### config.mk
export PLATFORM = sky130hd
export DESIGN_NAME = ptp_bridge_igr_pkt_arb_flat
export DESIGN_NICKNAME = d
export VERILOG_FILES = /design/src/rtl/ptp_bridge_igr_pkt_arb_if.sv /design/src/rtl/ptp_bridge_igr_pkt_arb.sv /design/src/flat_wrapper.sv
export SDC_FILE = /design/constraint.sdc
export NUM_CORES = 1
export LEC_CHECK = 0
export CORE_AREA = 2 2 151 153
export CTS_CLUSTER_SIZE = 28
export DETAILED_ROUTE_END_ITERATION = 6
export DIE_AREA = 0 0 153 155
export HOLD_SLACK_MARGIN = 0.1
export SYNTH_ARGS = -nofsm -noshare
export SYNTH_HDL_FRONTEND = slang
export SYNTH_SLANG_ARGS = --single-unit
export TNS_END_PERCENT = 20
### constraint.sdc
create_clock -name clk -period 2.52 [get_ports clk]
set_input_delay 0.504 -clock clk [delete_from_list [all_inputs] [get_ports clk]]
set_output_delay 0.504 -clock clk [all_outputs]
set_load 0.02 [all_outputs]
### src/rtl/ptp_bridge_igr_pkt_arb_if.sv
// ptp_bridge_igr_pkt_arb_if: requester-side and HSSI-side AXI-S bundle for the ingress arbiter
interface ptp_bridge_igr_pkt_arb_if #(
  parameter int NUM_REQ = 4,
  parameter int DATA_WIDTH = 64
);
  localparam int IDW = $clog2(NUM_REQ);
  logic [NUM_REQ-1:0] s_tvalid;
  logic [NUM_REQ-1:0] s_tready;
  logic [NUM_REQ-1:0] s_tlast;
  logic [NUM_REQ*DATA_WIDTH-1:0] s_tdata;
  logic [NUM_REQ*DATA_WIDTH/8-1:0] s_tkeep;
  logic m_tvalid;
  logic m_tready;
  logic m_tlast;
  logic [DATA_WIDTH-1:0] m_tdata;
  logic [DATA_WIDTH/8-1:0] m_tkeep;
  logic [IDW-1:0] m_tid;
  logic [NUM_REQ-1:0] arb_grant;
  logic arb_busy;
  modport master (
    input s_tvalid, s_tdata, s_tkeep, s_tlast, m_tready,
    output s_tready, m_tvalid, m_tdata, m_tkeep, m_tlast, m_tid, arb_grant, arb_busy
  );
  modport slave (
    output s_tvalid, s_tdata, s_tkeep, s_tlast, m_tready,
    input s_tready, m_tvalid, m_tdata, m_tkeep, m_tlast, m_tid, arb_grant, arb_busy
  );
endinterface

### src/rtl/ptp_bridge_igr_pkt_arb.sv
// ptp_bridge_igr_pkt_arb: packet-granular round-robin ingress arbiter with registered output stage
module ptp_bridge_igr_pkt_arb #(
  parameter int NUM_REQ = 4,
  parameter int DATA_WIDTH = 64,
  parameter int USER_PRIO = 0,
  localparam int IDW = $clog2(NUM_REQ),
  localparam int KW = DATA_WIDTH / 8
) (
  input logic clk,
  input logic rst,
  ptp_bridge_igr_pkt_arb_if.master bus
);
  typedef enum logic {IDLE, XFER} state_t;
  state_t state_q, state_d;
  logic [IDW-1:0] last_q, last_d, win, tid_q, tid_d;
  logic [NUM_REQ-1:0] gnt_q, gnt_d;
  logic vld_q, vld_d, lst_q, lst_d;
  logic [DATA_WIDTH-1:0] dat_q, dat_d;
  logic [KW-1:0] kep_q, kep_d;
  logic found, pipe_rdy, acc;
  // last_q doubles as the granted index while in XFER
  always_comb begin
    win = last_q;
    found = 1'b0;
    for (int k = 1; k <= NUM_REQ; k++) begin
      if (!found && bus.s_tvalid[(int'(last_q) + k) % NUM_REQ]) begin
        win = IDW'((int'(last_q) + k) % NUM_REQ);
        found = 1'b1;
      end
    end
    if (USER_PRIO != 0 && bus.s_tvalid[0]) win = '0;
  end
  assign pipe_rdy = !vld_q || bus.m_tready;
  assign acc = state_q == XFER && pipe_rdy && bus.s_tvalid[last_q];
  always_comb begin
    state_d = state_q;
    last_d = last_q;
    gnt_d = gnt_q;
    vld_d = acc ? 1'b1 : (bus.m_tready ? 1'b0 : vld_q);
    dat_d = acc ? bus.s_tdata[last_q*DATA_WIDTH +: DATA_WIDTH] : dat_q;
    kep_d = acc ? bus.s_tkeep[last_q*KW +: KW] : kep_q;
    lst_d = acc ? bus.s_tlast[last_q] : lst_q;
    tid_d = acc ? last_q : tid_q;
    if (state_q == IDLE && |bus.s_tvalid) begin
      state_d = XFER;
      last_d = win;
      gnt_d = NUM_REQ'(1) << win;
    end else if (acc && bus.s_tlast[last_q]) begin
      state_d = IDLE;
      gnt_d = '0;
    end
  end
  always_ff @(posedge clk) begin
    if (rst) begin
      state_q <= IDLE;
      last_q <= IDW'(NUM_REQ - 1);
      gnt_q <= '0;
      vld_q <= 1'b0;
      dat_q <= '0;
      kep_q <= '0;
      lst_q <= 1'b0;
      tid_q <= '0;
    end else begin
      state_q <= state_d;
      last_q <= last_d;
      gnt_q <= gnt_d;
      vld_q <= vld_d;
      dat_q <= dat_d;
      kep_q <= kep_d;
      lst_q <= lst_d;
      tid_q <= tid_d;
    end
  end
  assign bus.s_tready = (state_q == XFER && pipe_rdy) ? NUM_REQ'(1) << last_q : '0;
  assign bus.m_tvalid = vld_q;
  assign bus.m_tdata = dat_q;
  assign bus.m_tkeep = kep_q;
  assign bus.m_tlast = lst_q;
  assign bus.m_tid = tid_q;
  assign bus.arb_grant = gnt_q;
  assign bus.arb_busy = state_q == XFER;
endmodule

### src/flat_wrapper.sv
// flat-port wrapper written by rule: the top's interface ports become plain ports
module ptp_bridge_igr_pkt_arb_flat 
#(
  parameter int NUM_REQ = 4,
  parameter int DATA_WIDTH = 64,
  parameter int USER_PRIO = 0,
  localparam int IDW = $clog2(NUM_REQ),
  localparam int KW = DATA_WIDTH / 8
)
  (clk, rst, bus_s_tvalid, bus_s_tdata, bus_s_tkeep, bus_s_tlast, bus_m_tready, bus_s_tready, bus_m_tvalid, bus_m_tdata, bus_m_tkeep, bus_m_tlast, bus_m_tid, bus_arb_grant, bus_arb_busy);
  ptp_bridge_igr_pkt_arb_if #(.NUM_REQ(NUM_REQ), .DATA_WIDTH(DATA_WIDTH)) bus_i ();
  input logic clk;
  input logic rst;
  input wire logic [$bits(bus_i.s_tvalid)-1:0] bus_s_tvalid;
  input wire logic [$bits(bus_i.s_tdata)-1:0] bus_s_tdata;
  input wire logic [$bits(bus_i.s_tkeep)-1:0] bus_s_tkeep;
  input wire logic [$bits(bus_i.s_tlast)-1:0] bus_s_tlast;
  input wire logic [$bits(bus_i.m_tready)-1:0] bus_m_tready;
  output wire logic [$bits(bus_i.s_tready)-1:0] bus_s_tready;
  output wire logic [$bits(bus_i.m_tvalid)-1:0] bus_m_tvalid;
  output wire logic [$bits(bus_i.m_tdata)-1:0] bus_m_tdata;
  output wire logic [$bits(bus_i.m_tkeep)-1:0] bus_m_tkeep;
  output wire logic [$bits(bus_i.m_tlast)-1:0] bus_m_tlast;
  output wire logic [$bits(bus_i.m_tid)-1:0] bus_m_tid;
  output wire logic [$bits(bus_i.arb_grant)-1:0] bus_arb_grant;
  output wire logic [$bits(bus_i.arb_busy)-1:0] bus_arb_busy;
  assign bus_i.s_tvalid = bus_s_tvalid;
  assign bus_i.s_tdata = bus_s_tdata;
  assign bus_i.s_tkeep = bus_s_tkeep;
  assign bus_i.s_tlast = bus_s_tlast;
  assign bus_i.m_tready = bus_m_tready;
  assign bus_s_tready = bus_i.s_tready;
  assign bus_m_tvalid = bus_i.m_tvalid;
  assign bus_m_tdata = bus_i.m_tdata;
  assign bus_m_tkeep = bus_i.m_tkeep;
  assign bus_m_tlast = bus_i.m_tlast;
  assign bus_m_tid = bus_i.m_tid;
  assign bus_arb_grant = bus_i.arb_grant;
  assign bus_arb_busy = bus_i.arb_busy;
  ptp_bridge_igr_pkt_arb #(.NUM_REQ(NUM_REQ), .DATA_WIDTH(DATA_WIDTH), .USER_PRIO(USER_PRIO)) u_core (.clk(clk), .rst(rst), .bus(bus_i));
endmodule
After elaboration in Yosys (flattened, before gate mapping)
Index checks and enable logic that the tools add are counted.
W data, S select, Z words.
{ "word_totals": {"register_bits": 83, "latch_bits": 0, "ram_bits": 0, "mem_bits_ro": 0, "in_bits": 299, "out_inout_bits": 85, "word_cells": 75, "mem_count": 0} }
{ "op_classes": {"n_addsub": 4, "multipliers": 0, "div": 0, "magnitude_cmp": 5, "n_eq_ne": 0, "shift": 4, "muxes": 30, "n_bitwise": 5, "reduce_logical": 19} }
{ "ops": {"columns": ["cell", "n"], "rows": [
  ["$shiftx A256 B9 Y64", 1],
  ["$shiftx A32 B6 Y8", 1],
  ["$mux W1", 17],
  ["$lt A3 B4 Y1 const B", 4],
  ["$bmux W1 S2", 6],
  ["$mux W4", 3],
  ["$mux W2", 4],
  ["$reduce_or A2 Y1", 4],
  ["$shl A1 B2 Y4 const A", 2],
  ["$logic_and A1 B1 Y1", 7],
  ["$add A2 B1 Y2 const B", 2],
  ["$add A2 B2 Y2 const B", 2],
  ["$and A1 B1 Y1 const A", 4],
  ["$logic_not A1 Y1", 4],
  ["$reduce_bool A2 Y1", 2],
  ["$reduce_or A4 Y1", 1],
  ["$lt A2 B3 Y1 const B", 1],
  ["$logic_or A1 B1 Y1", 1],
  ["$not A1 Y1", 1]
]} }

Longest topological paths before layout
{ "logic_depth": {"depth_word": 18, "ltp_mapped": 10, "mapped_depth_nobuf": 7} }

Least setup slack after synthesis
Ideal clock, no wire load.
{ "synth_path": {"kind": "reg2reg", "from": "register u_core.last_q[1]", "to": "register u_core.gnt_q[2] (netlist: u_core.bus.arb_grant[2])", "setup_ns": 0.096, "arrival_time_ns": 2.518, "required_ns": 2.424, "path_slack_ns": -0.093, "path_stages_with_launch": 10, "n_path_buf": 3, "period_less_slack_ns": 2.613, "cell_sequence": "dfxtp_1 buf_2 buf_2 buf_1 inv_1 ha_1 nand2_1 a2111oi_0 o41ai_2 o41ai_2"} }
{ "synth_between": {"elab_chain_cells": 16, "word_cells_on_any_way": 38, "cone_classes": "add/sub (4); shift (1); mux (24); reduce/logical (9)"} }
{ "synth_rtl": {"columns": ["item", "line_no", "source"], "rows": [
  ["start: declaration", "ptp_bridge_igr_pkt_arb.sv:15", "logic [IDW-1:0] last_q, last_d, win, tid_q, tid_d;"],
  ["start signal: assignment", "ptp_bridge_igr_pkt_arb.sv:56", "last_q <= IDW'(NUM_REQ - 1);"],
  ["start signal: assignment", "ptp_bridge_igr_pkt_arb.sv:65", "last_q <= last_d;"],
  ["$add A2 B1 Y2", "ptp_bridge_igr_pkt_arb.sv:26, ptp_bridge_igr_pkt_arb.sv:27", null],
  ["$bmux W1 S2", "ptp_bridge_igr_pkt_arb.sv:26", "if (!found && bus.s_tvalid[(int'(last_q) + k) % NUM_REQ]) begin"],
  ["$mux W1 (not written as such) (2 in a row)", "ptp_bridge_igr_pkt_arb.sv:26", null],
  ["$mux W1", "ptp_bridge_igr_pkt_arb.sv:26", null],
  ["$logic_not A1 Y1", "ptp_bridge_igr_pkt_arb.sv:26", null],
  ["$logic_and A1 B1 Y1", "ptp_bridge_igr_pkt_arb.sv:26", null],
  ["$mux W1", "ptp_bridge_igr_pkt_arb.sv:26", null],
  ["$logic_not A1 Y1", "ptp_bridge_igr_pkt_arb.sv:26", null],
  ["$logic_and A1 B1 Y1", "ptp_bridge_igr_pkt_arb.sv:26", null],
  ["$mux W1", "ptp_bridge_igr_pkt_arb.sv:26", null],
  ["$logic_not A1 Y1", "ptp_bridge_igr_pkt_arb.sv:26", null],
  ["$logic_and A1 B1 Y1", "ptp_bridge_igr_pkt_arb.sv:26", null],
  ["$mux W2", "ptp_bridge_igr_pkt_arb.sv:26", null],
  ["$shl A1 B2 Y4", "ptp_bridge_igr_pkt_arb.sv:47", "gnt_d = NUM_REQ'(1) << win;"],
  ["$mux W4", "ptp_bridge_igr_pkt_arb.sv:44", "if (state_q == IDLE && |bus.s_tvalid) begin"],
  ["end signal: assignment", "ptp_bridge_igr_pkt_arb.sv:66", "gnt_q <= gnt_d;"],
  ["end: declaration", "ptp_bridge_igr_pkt_arb.sv:16", "logic [NUM_REQ-1:0] gnt_q, gnt_d;"]
]} }
Several ways; a longest one is shown, not always the timed one. The select of a mux whose other input is x is not followed.
A chain may end at the register's enable or synchronous reset.

Worst setup path in the final report
{ "layout_path": {"from": "input port bus_m_tready", "to": "output port bus_s_tready[3]"} }
{ "layout_between": {"elab_chain_cells": 3} }
{ "layout_rtl": {"columns": ["item", "line_no", "source"], "rows": [
  ["start: declaration", "flat_wrapper.sv:18", "input wire logic [$bits(bus_i.m_tready)-1:0] bus_m_tready;"],
  ["$logic_or A1 B1 Y1", "ptp_bridge_igr_pkt_arb.sv:33", "assign pipe_rdy = !vld_q || bus.m_tready;"],
  ["$logic_and A1 B1 Y1", "ptp_bridge_igr_pkt_arb.sv:74", "assign bus.s_tready = (state_q == XFER && pipe_rdy) ? NUM_REQ'(1) << last_q : '0;"],
  ["$mux W4", "ptp_bridge_igr_pkt_arb.sv:74", null],
  ["end: declaration", "flat_wrapper.sv:19", "output wire logic [$bits(bus_i.s_tready)-1:0] bus_s_tready;"]
]} }
No other way between the ends.

==> summary.md <==
| Metric | Value |
|---|---|
| Synth warn | 0 |
| Clock transition at path regs | 0.06 ns |
| Vias in the first global route | between 5000 and 6000 |
| Max Cap Viol | 0 |
| Num ports | 384 |
| Die Width | between 150 and 200 um |
| Filler Cell Count | approximately 2200 |
| # DRC | 0 |
| Area Growth Syn to Fin | 89.1% |
| Worst-path cell chain | clkdlybuf4s50_1, nand2b_1, and3_1, clkdlybuf4s50_1 |
| Final hold viol count | 0 |
| Status | finished clean |
| Int Power | just over 0.004 W |
| # H-tree levels | 3 |
| Relative slew slack | 56.8% |
| Synthesized Nets | 793 |
| Switching part of the total | between 30% and 40% |
| Syn_area_per_cell | 10.2 um2 |
| PwrDens | between 600 and 700 mW/mm2 |
| Diode count | 0 |
| CTS Buffer Depth | 2 |
| Core ar. | roughly 0.022 mm2 |
| Final setup violation count | 0 |
| Post-synthesis cell area | approximately 0.005 mm2 |
| Die Ht | between 150 and 200 um |
| Drt initial violations | between 200 and 250 |
| Fin Setup TNS | 0 ns |
| Most common cell after layout, fill and taps aside | clkdlybuf4s50_1 |
| Worst Tran Pin Value | approximately 0.65 ns |
| Initial antenna violation count | 0 |
| Post-synthesis sequential area ratio | 33.2% |
| Flops & latches, synth | 83 |
| Cell row count | 55 |
| Worst setup SP type | input pin |
| Detail Route Antenna Nets | 0 |
| # port buffers | about 380 |
| Most frequent CP cell | clkdlybuf4s50_1 |
| Fin Clk Skew | 0.00880 ns |
| Clk sink count | 83 |
| Maximum vdd drop | about 0.3 mV |
| RSZ-0062 raised after global routing | false |
| Worst Path Required | about 2 ns |
| Minimum clock period | roughly 2.5 ns |
| Die ar. | between 0.02 and 0.025 mm2 |
| All-Layer GR Usage | between 10% and 20% |
| Seq pwr share | 27.1% |
| Via count | 5323 |
| Average vias per placed instance | roughly 4.7 |
| Worst Hold Class | reg -> reg |
| Clock group share of total power | a little under a quarter |
| Final wirelength | 20000 um |
| CP delay by family, top | buffers and inverters |
| Endpoint type of the worst setup path | primary output |
| Combinational share of power | 49.6% |
| Sw power | between 0.0015 and 0.002 W |
| Post-Syn Instances | 490 |
| Cell count after placement | 1123 |
| Yosys cell types | 35 |
| Non-Filler Instances | roughly 1100 |
| P_leak | around 3.4 nW |
| Nets | about 1200 |
| Grt total ovfl | 0 |
| CTS tree | done |
| Critical path's largest stage delay | 0.61 ns |
| Total CTS buffers | 9 |
| Root Buffer | clkbuf_16 |
| Largest net degree at the start of global routing | 58 |
| GP Congestion | roughly 0.80 |
| CP max-delay cell | clkdlybuf4s50_1 |
| Fmax | 406 MHz |
| Initial Utilization | 22.5% |
| Most frequent cells in the layout | clkdlybuf4s50_1, nand2_1, a21oi_1, dfxtp_1, mux4_2 |
| WP buf/inv | 2 |
| Tot Pwr | 0.00599 W |
| First-pass GRT wire length | about 30000 um |
| Layout cells sized above 1 | between 10 and 15% |
| Pre-antenna DRT Iters | 6 |
| Skew-Pair Late Insertion Delay | around 0.34 ns |
| Fin crit share | 97.8% |
| Routed wire per std cell | between 15 and 20 um |
| Detailed placer's ending HPWL | 15800 um |
| Critical path class | in -> out |
| CP Max Fanout | 5 |
| Slew Limit Fails | 0 |
| Worst Path Arrival | 1.96 ns |
[power groups by stage]
stage,Clock (W),Combinational (W),Sequential [W]
6_report,0.00140,0.00297,0.00163
5_1_grt,0.00149,0.00320,0.00165
4_1_cts,0.00146,0.00302,0.00163
3_5_place_dp,0,0.00295,0.00165
3_3_place_gp,0,0.00297,0.00164
2_1_floorplan,0,0.00159,0.00183
[synthesized netlist by cell type]
cell type / n / area share (%)
clkbuf_4: 1 / 0.15
nor2b_4: 1 / 0.27
clkbuf_1: 17 / 1.3
xnor2_1: 2 / 0.35
a21oi_1: 81 / 8.1
a21boi_0: 1 / 0.15
a2111oi_0: 1 / 0.17
o21ai_0: 1 / 0.10
buf_2: 19 / 1.9
nor2b_1: 1 / 0.12
or3b_1: 1 / 0.17
buf_6: 2 / 0.45
ha_1: 4 / 1.0
nor2_1: 6 / 0.45
nand2b_1: 1 / 0.12
a21o_1: 1 / 0.15
nand3_1: 2 / 0.20
o41ai_2: 3 / 0.97
nor3b_2: 1 / 0.25
buf_4: 8 / 1.2
and3_1: 5 / 0.62
dfxtp_1: 83 / 33
inv_1: 3 / 0.22
inv_2: 1 / 0.075
mux2i_1: 3 / 0.60
a32o_2: 2 / 0.45
nand4_1: 1 / 0.12
nor3_1: 2 / 0.20
nor2_4: 1 / 0.22
nor3_2: 1 / 0.20
o21ai_1: 3 / 0.30
o41ai_1: 1 / 0.17
mux4_2: 77 / 35
buf_1: 1 / 0.075
nand2_1: 152 / 11
[path summary, 6_finish.rpt]
check	endpoint	startpoint	slack, ns	cells after the start
max	bus_s_tready[3]	bus_m_tready	0.06	4
min	u_core.bus.m_tdata[57]$_SDFFE_PP0P_	u_core.bus.m_tdata[57]$_SDFFE_PP0P_	0.45	2
max reg2reg	u_core.bus.arb_grant[1]$_SDFFE_PP0P_	u_core.last_q[0]$_SDFFE_PP1P_	0.33	7
min reg2reg	u_core.bus.m_tdata[57]$_SDFFE_PP0P_	u_core.bus.m_tdata[57]$_SDFFE_PP0P_	0.45	2
[flip-flops by register name (all words and copies together), names as in the netlist]
signal                flops
u_core.bus.m_tkeep        8
u_core.bus.m_tdata       64
u_core.bus.arb_grant      4
u_core.bus.m_tlast        1
u_core.last_q             2
u_core.bus.m_tvalid       1
u_core.bus.arb_busy       1
u_core.bus.m_tid          2
[timing repair]
action	CTS	global route
endpoints found under the setup margin	2	0
buffers inserted	0	0
gates resized for setup	1	0
hold buffers	0	0
[final cells by class]
type / instances / area (um2) / share of cell area, %
clock buffer: 11 / 233 / 2.46
clock inverter: 4 / 76.3 / 0.805
sequential: 83 / 1670 / 17.6
multi-input combinational: 355 / 3090 / 32.7
inverter: 4 / 15.0 / 0.158
timing repair buffer: 397 / 4030 / 42.5
tap: 285 / 357 / 3.76
[cells by family after synthesis]
group / count (synthesis) / synth area share, %
xor gates and xnor gates: 2 / 0.350
and+or+nand+nor: 175 / 14.4
AOI/OAI and AO/OA: 94 / 10.6
muxes: 80 / 35.2
buffers and inverters: 52 / 5.34
DFF: 83 / 33.2
adders and majority gates: 4 / 0.999
[per-layer routing]
layer | part of all wire (%) | GRT usage, % | up-vias
met5 | 0 | 0 | -
met4 | 2.4 | 6.22 | 0
met3 | 8.9 | 4.51 | 25
met2 | 51 | 29.0 | 246
met1 | 37 | 18.4 | 2540
li1 | - | - | 2512
[stage by stage]
step / cell area, um2 / setup slack, ns / hold WS [ns] / utilization [%]
floorplan: 5010 / 0.0547 / 0.533 / -
global placement: 9130 / 0.0429 / 0.440 / 41.1
detailed placement: 9130 / 0.0559 / 0.445 / 41.1
CTS: 9480 / 0.0372 / 0.454 / 42.6
global route: 9480 / 0.00691 / 0.473 / 42.6
finish: 9480 / 0.0557 / 0.451 / 42.6
[tightest hold or removal path, cell delays in order (launching register included)]
cell,delay (ns)
dfxtp_1,0.31
nand2_1,0.05
a21oi_1,0.05
No activity file was read; power rests on OpenSTA's default activity.
